### src/rtl/router_pkt_reader_if.sv
// router_pkt_reader_if: FIFO read side, output byte stream and packet status of the packet reader.
interface router_pkt_reader_if #(parameter int CNT_W = 8);
  logic fifo_empty;
  logic [7:0] fifo_data;
  logic rd_en;
  logic out_valid;
  logic [7:0] out_data;
  logic out_sop;
  logic out_eop;
  logic out_ready;
  logic [1:0] pkt_addr;
  logic [5:0] pkt_len;
  logic pkt_done;
  logic parity_err;
  logic [CNT_W-1:0] pkt_count;
  logic [CNT_W-1:0] err_count;
  modport master(
    input fifo_empty, fifo_data, out_ready,
    output rd_en, out_valid, out_data, out_sop, out_eop,
    output pkt_addr, pkt_len, pkt_done, parity_err, pkt_count, err_count
  );
  modport slave(
    output fifo_empty, fifo_data, out_ready,
    input rd_en, out_valid, out_data, out_sop, out_eop,
    input pkt_addr, pkt_len, pkt_done, parity_err, pkt_count, err_count
  );
endinterface

### src/rtl/router_pkt_reader.sv
// router_pkt_reader: reads header/payload/parity packets from a FIFO, forwards bytes through a 2-entry buffer and reports status.
module router_pkt_reader #(parameter int CNT_W = 8) (
  input logic clk,
  input logic rst,
  router_pkt_reader_if.master bus
);
  typedef enum logic [1:0] {HDR, PAYLOAD, PARITY} state_t;
  state_t state, state_n;
  logic inflight, cap, pop;
  logic [1:0] occ;
  logic [9:0] buf0, buf1, ent;
  logic [7:0] b, acc, acc_n;
  logic [5:0] rem, rem_n;
  assign b = bus.fifo_data;
  assign cap = inflight;
  assign pop = bus.out_valid && bus.out_ready;
  // Reading only when the buffer is guaranteed a free slot for the byte next cycle.
  assign bus.rd_en = !rst && !bus.fifo_empty && ({1'b0, occ} + {2'b0, inflight} <= 3'd1 + {2'b0, pop});
  assign bus.out_valid = occ != 2'd0;
  assign {bus.out_sop, bus.out_eop, bus.out_data} = buf0;
  assign ent = {state == HDR, state == PARITY, b};
  always_comb begin
    state_n = !cap ? state :
              state == HDR ? (b[7:2] != 6'd0 ? PAYLOAD : PARITY) :
              state == PAYLOAD ? (rem == 6'd1 ? PARITY : PAYLOAD) : HDR;
    acc_n = !cap ? acc : state == HDR ? b : state == PAYLOAD ? acc ^ b : acc;
    rem_n = !cap ? rem : state == HDR ? b[7:2] : state == PAYLOAD ? rem - 6'd1 : rem;
  end
  always_ff @(posedge clk) begin
    if (rst) begin
      state <= HDR;
      inflight <= 1'b0;
      occ <= 2'd0;
      buf0 <= '0;
      buf1 <= '0;
      acc <= '0;
      rem <= '0;
      bus.pkt_addr <= '0;
      bus.pkt_len <= '0;
      bus.pkt_done <= 1'b0;
      bus.parity_err <= 1'b0;
      bus.pkt_count <= '0;
      bus.err_count <= '0;
    end else begin
      state <= state_n;
      acc <= acc_n;
      rem <= rem_n;
      inflight <= bus.rd_en;
      occ <= occ + {1'b0, cap} - {1'b0, pop};
      if (cap && (occ == 2'd0 || (occ == 2'd1 && pop))) buf0 <= ent;
      else if (pop && occ == 2'd2) buf0 <= buf1;
      if (cap && ((occ == 2'd1 && !pop) || (occ == 2'd2 && pop))) buf1 <= ent;
      if (cap && state == HDR) {bus.pkt_len, bus.pkt_addr} <= b;
      bus.pkt_done <= cap && state == PARITY;
      bus.parity_err <= cap && state == PARITY && b != acc;
      if (cap && state == PARITY) bus.pkt_count <= bus.pkt_count + 1'b1;
      if (cap && state == PARITY && b != acc && bus.err_count != '1) bus.err_count <= bus.err_count + 1'b1;
    end
  end
endmodule

### src/flat_wrapper.sv
// flat-port wrapper written by rule: the top's interface ports become plain ports
module router_pkt_reader_flat 
#(parameter int CNT_W = 8)
  (clk, rst, bus_fifo_empty, bus_fifo_data, bus_out_ready, bus_rd_en, bus_out_valid, bus_out_data, bus_out_sop, bus_out_eop, bus_pkt_addr, bus_pkt_len, bus_pkt_done, bus_parity_err, bus_pkt_count, bus_err_count);
  router_pkt_reader_if #(.CNT_W(CNT_W)) bus_i ();
  input logic clk;
  input logic rst;
  input wire logic [$bits(bus_i.fifo_empty)-1:0] bus_fifo_empty;
  input wire logic [$bits(bus_i.fifo_data)-1:0] bus_fifo_data;
  input wire logic [$bits(bus_i.out_ready)-1:0] bus_out_ready;
  output wire logic [$bits(bus_i.rd_en)-1:0] bus_rd_en;
  output wire logic [$bits(bus_i.out_valid)-1:0] bus_out_valid;
  output wire logic [$bits(bus_i.out_data)-1:0] bus_out_data;
  output wire logic [$bits(bus_i.out_sop)-1:0] bus_out_sop;
  output wire logic [$bits(bus_i.out_eop)-1:0] bus_out_eop;
  output wire logic [$bits(bus_i.pkt_addr)-1:0] bus_pkt_addr;
  output wire logic [$bits(bus_i.pkt_len)-1:0] bus_pkt_len;
  output wire logic [$bits(bus_i.pkt_done)-1:0] bus_pkt_done;
  output wire logic [$bits(bus_i.parity_err)-1:0] bus_parity_err;
  output wire logic [$bits(bus_i.pkt_count)-1:0] bus_pkt_count;
  output wire logic [$bits(bus_i.err_count)-1:0] bus_err_count;
  assign bus_i.fifo_empty = bus_fifo_empty;
  assign bus_i.fifo_data = bus_fifo_data;
  assign bus_i.out_ready = bus_out_ready;
  assign bus_rd_en = bus_i.rd_en;
  assign bus_out_valid = bus_i.out_valid;
  assign bus_out_data = bus_i.out_data;
  assign bus_out_sop = bus_i.out_sop;
  assign bus_out_eop = bus_i.out_eop;
  assign bus_pkt_addr = bus_i.pkt_addr;
  assign bus_pkt_len = bus_i.pkt_len;
  assign bus_pkt_done = bus_i.pkt_done;
  assign bus_parity_err = bus_i.parity_err;
  assign bus_pkt_count = bus_i.pkt_count;
  assign bus_err_count = bus_i.err_count;
  router_pkt_reader #(.CNT_W(CNT_W)) u_core (.clk(clk), .rst(rst), .bus(bus_i));
endmodule
### config.mk
export PLATFORM = sky130hd
export DESIGN_NAME = router_pkt_reader_flat
export DESIGN_NICKNAME = d
export VERILOG_FILES = /design/src/rtl/router_pkt_reader_if.sv /design/src/rtl/router_pkt_reader.sv /design/src/flat_wrapper.sv
export SDC_FILE = /design/constraint.sdc
export NUM_CORES = 1
export LEC_CHECK = 0
export ABC_AREA = 1
export BUFFER_PORTS_ARGS = -buffer_cell sky130_fd_sc_hd__buf_2
export CAP_MARGIN = 20
export CORE_MARGIN = 4
export CORE_UTILIZATION = 60
export CTS_CLUSTER_SIZE = 30
export DETAILED_ROUTE_END_ITERATION = 10
export GPL_TIMING_DRIVEN = 1
export PLACE_DENSITY_LB_ADDON = 0.05
export SYNTH_ARGS = -nofsm -noshare
export SYNTH_HDL_FRONTEND = slang
export SYNTH_SLANG_ARGS = --single-unit
### constraint.sdc
create_clock -name clk -period 3.1 [get_ports clk]
set_clock_uncertainty 0.15 [all_clocks]
set_input_delay 0.155 -clock clk [delete_from_list [all_inputs] [get_ports clk]]
set_output_delay 0.155 -clock clk [all_outputs]
set_load 0.05 [all_outputs]
==> flow_metrics.env <==
export IMPL_status="finished, final reports clean"
export IMPL_drt_pass1_iter_count=5
export IMPL_dp_final_hpwl_um=5150
export IMPL_regArea_um2=1300
export IMPL_avgRoutedWirePerCell_um=13.6
export IMPL_io_pins=50
export IMPL_end_kind="output pin"
export IMPL_cts_root_buf="clkbuf_8"
export IMPL_core_um2=5110
export IMPL_overflow=0
export IMPL_synth_edf_count=0
export IMPL_synthFlopType="dfxtp_1"
export IMPL_drt_wl_total_um=7450
export IMPL_drive_gt1_share_pct=21.5
export IMPL_seq_area_frac_synth_pct=41.1
export IMPL_synth_top_area_cell="dfxtp_1"
export IMPL_grt_max_degree=37
export IMPL_whs_ps=8.51
export IMPL_synth_nets=437
export IMPL_numCtsBuffers=9
export IMPL_fmax_mhz=348
export IMPL_cts_tree="built"
export IMPL_crit_fanout=10
export IMPL_dp_slack_ps=584
export IMPL_start_util_pct=62.0
export IMPL_ant_nets=0
export IMPL_grt_total_usage_pct=24.6
export IMPL_worstSetupStartpointType="flop"
export IMPL_drt_iter0_markers=198
export IMPL_die_h_um=80.7
export IMPL_grt_pass1_wl_um=12400
export IMPL_tns_ps=0
export IMPL_rrSetupSlack_ps=790
export IMPL_clock_path_buffers=2
export IMPL_rows=26
export IMPL_r2r_cells=6
export IMPL_power_uw=3210
export IMPL_hold_violations=0
export IMPL_cp_startpoint="u_core.cap"
export IMPL_viasPerCell=5.46
export IMPL_syn_inst=416
export IMPL_crit_type="flop to output pin"
export IMPL_synth_top_area_share_pct=41.1
export IMPL_die_x_um=80.7
export IMPL_insertion_delay_ps=340
export IMPL_post_cts_resized=0
export IMPL_syn_area_um2=3170
export IMPL_nFillCells=407
export IMPL_syn_avg_cell_area_um2=7.61
export IMPL_worstMarginPinSlew_ps=1020
export IMPL_hold_class="input pin to flop"
export IMPL_cts_clk_slew_worst_paths_ps=70
export IMPL_antenna_found_initial=0
export IMPL_drc_errors=0
export IMPL_synth_common_cells="nand2_1, dfxtp_1, inv_1"
export IMPL_place_gp_congestion=0.837
export IMPL_rsz0062_at_grt="no"
export IMPL_grt_pass1_vias=2900
export IMPL_io_buffer_count=49
export IMPL_setup_viol=0
export IMPL_timing_final_crit_period_ps=2870
export IMPL_yosysWarningCount=0
export IMPL_worst_ep_arrival_time_ps=2570
export IMPL_endpoint="bus_rd_en"
export IMPL_multi_input_area_um2=1560
export IMPL_r2r_start="u_core.cap"
export IMPL_irDropWorstVdd_mv=0.426
export IMPL_synth_area_leaders="dfxtp_1, nand2_1, a21oi_1"
export IMPL_async_flop_share_pct=0
export IMPL_maxCapViolations=0
export IMPL_layout_setup_ws_ps=226
export IMPL_cp_data_required_time_ps=2790
export IMPL_clock_sinks=65
export IMPL_ys_ff_latch=65
export IMPL_syn2layout_area_growth_pct=18.3
export IMPL_yosysMostFrequentCell="nand2_1"
export IMPL_die_area_um2=6500
export IMPL_relSlewSlack_pct=31.8
export IMPL_min_period_over_period_pct=92.7
export IMPL_synthDistinctLibCells=37
export IMPL_final_max_slew_violation_count=0
export IMPL_nNetsFinal=495
export IMPL_diodes=0
export IMPL_num_vias=2997
export IMPL_p_leak_uw=0.00173
export IMPL_p_per_area_nw_per_um2=856
export IMPL_htree_num_levels=3
export IMPL_timing_rr_end="u_core.cap"
==> kinds of logic (layout without fill, tap and decap cells) <==
family,Yosys count,in the layout,share of synthesized area (%)
AO/OA/AOI/OAI,101,101,20.1
XOR/XNOR,8,8,2.21
adder cells (fa/ha/maj),9,9,3.79
buffers and inverters,78,141,9.76
flip-flops,65,65,41.1
AND/OR/NAND/NOR,155,155,23.0
==> repair_timing <==
action,in CTS,in global routing
hold buffers,7,1
setup buffers,0,0
hold endpoints to repair,8,1
==> where the power goes <==
part	internal (uW)	switching (uW)
combinational	399	949
clock	394	332
sequential	1010	121
==> per-layer routing <==
metal	wire length (um)	GRT usage, %	vias up
met5	0	0	-
met4	175	11.0	0
met1	3250	29.2	1379
li1	-	-	1504
met3	397	5.49	17
met2	3630	42.3	97
==> placed cells by master, fill, tap and decap left out, drive strengths merged, types with 3 or more instances in the layout <==
cell type,instances
nor3,9
a221oi,10
ha,8
inv,65
nand2,86
o211ai,3
dlygate4sd3,8
a21oi,43
buf,52
nor2,30
nand3,21
clkbuf,10
clkinv,3
o221ai,7
o21ai,32
xor2,6
nand4,7
dfxtp,65
==> worst min-delay path by stage <==
stage / from / to / cells after the start
global placement: bus_fifo_empty / u_core.cap / 2
floorplan: bus_fifo_empty / u_core.cap / 1
detailed placement: bus_fifo_empty / u_core.cap / 2
finish: bus_fifo_data[6] / u_core.bus.pkt_len[4] / 3
CTS: bus_fifo_data[4] / u_core.bus.pkt_len[2] / 3
global route: bus_fifo_data[6] / u_core.bus.pkt_len[4] / 3
==> area by class of cell <==
cell class              instances  share of cell area [%]
flip-flops and latches         65                    34.7
repair buffers                 60                    9.28
clock inverters                 6                    1.80
well taps                      70                    2.34
clock buffers                  10                    3.67
inverters                      65                    6.51
multi-input cells             273                    41.7
==> stage by stage <==
step,area [um^2],utilization (%),std cells
after CTS,3740,73.2,548
after detailed placement,3460,67.8,525
after floorplan,3170,-,416
after global routing,3750,73.4,549
final,3750,73.4,549
after global placement,3460,67.8,525
==> sequential cells by signal, indices dropped and copies added (netlist names) <==
signal and count:
u_core.bus.parity_err 1, u_core.rem 6, u_core.bus.err_count 8, u_core.bus.pkt_count 8, u_core.buf1 10, u_core.state 2, u_core.occ 2, u_core.bus.pkt_addr 2
u_core.bus.pkt_done 1, u_core.acc 8, u_core.buf0 10, u_core.bus.pkt_len 6, u_core.cap 1
==> worst max-delay path, cell delays in order, from the launching register on <==
cell	delay [ps]
dfxtp_1	570
ha_1	250
inv_1	60
fa_1	460
or3_1	390
a22oi_1	230
nor3_2	60
buf_2	220
(Power assumes the default switching activity.)
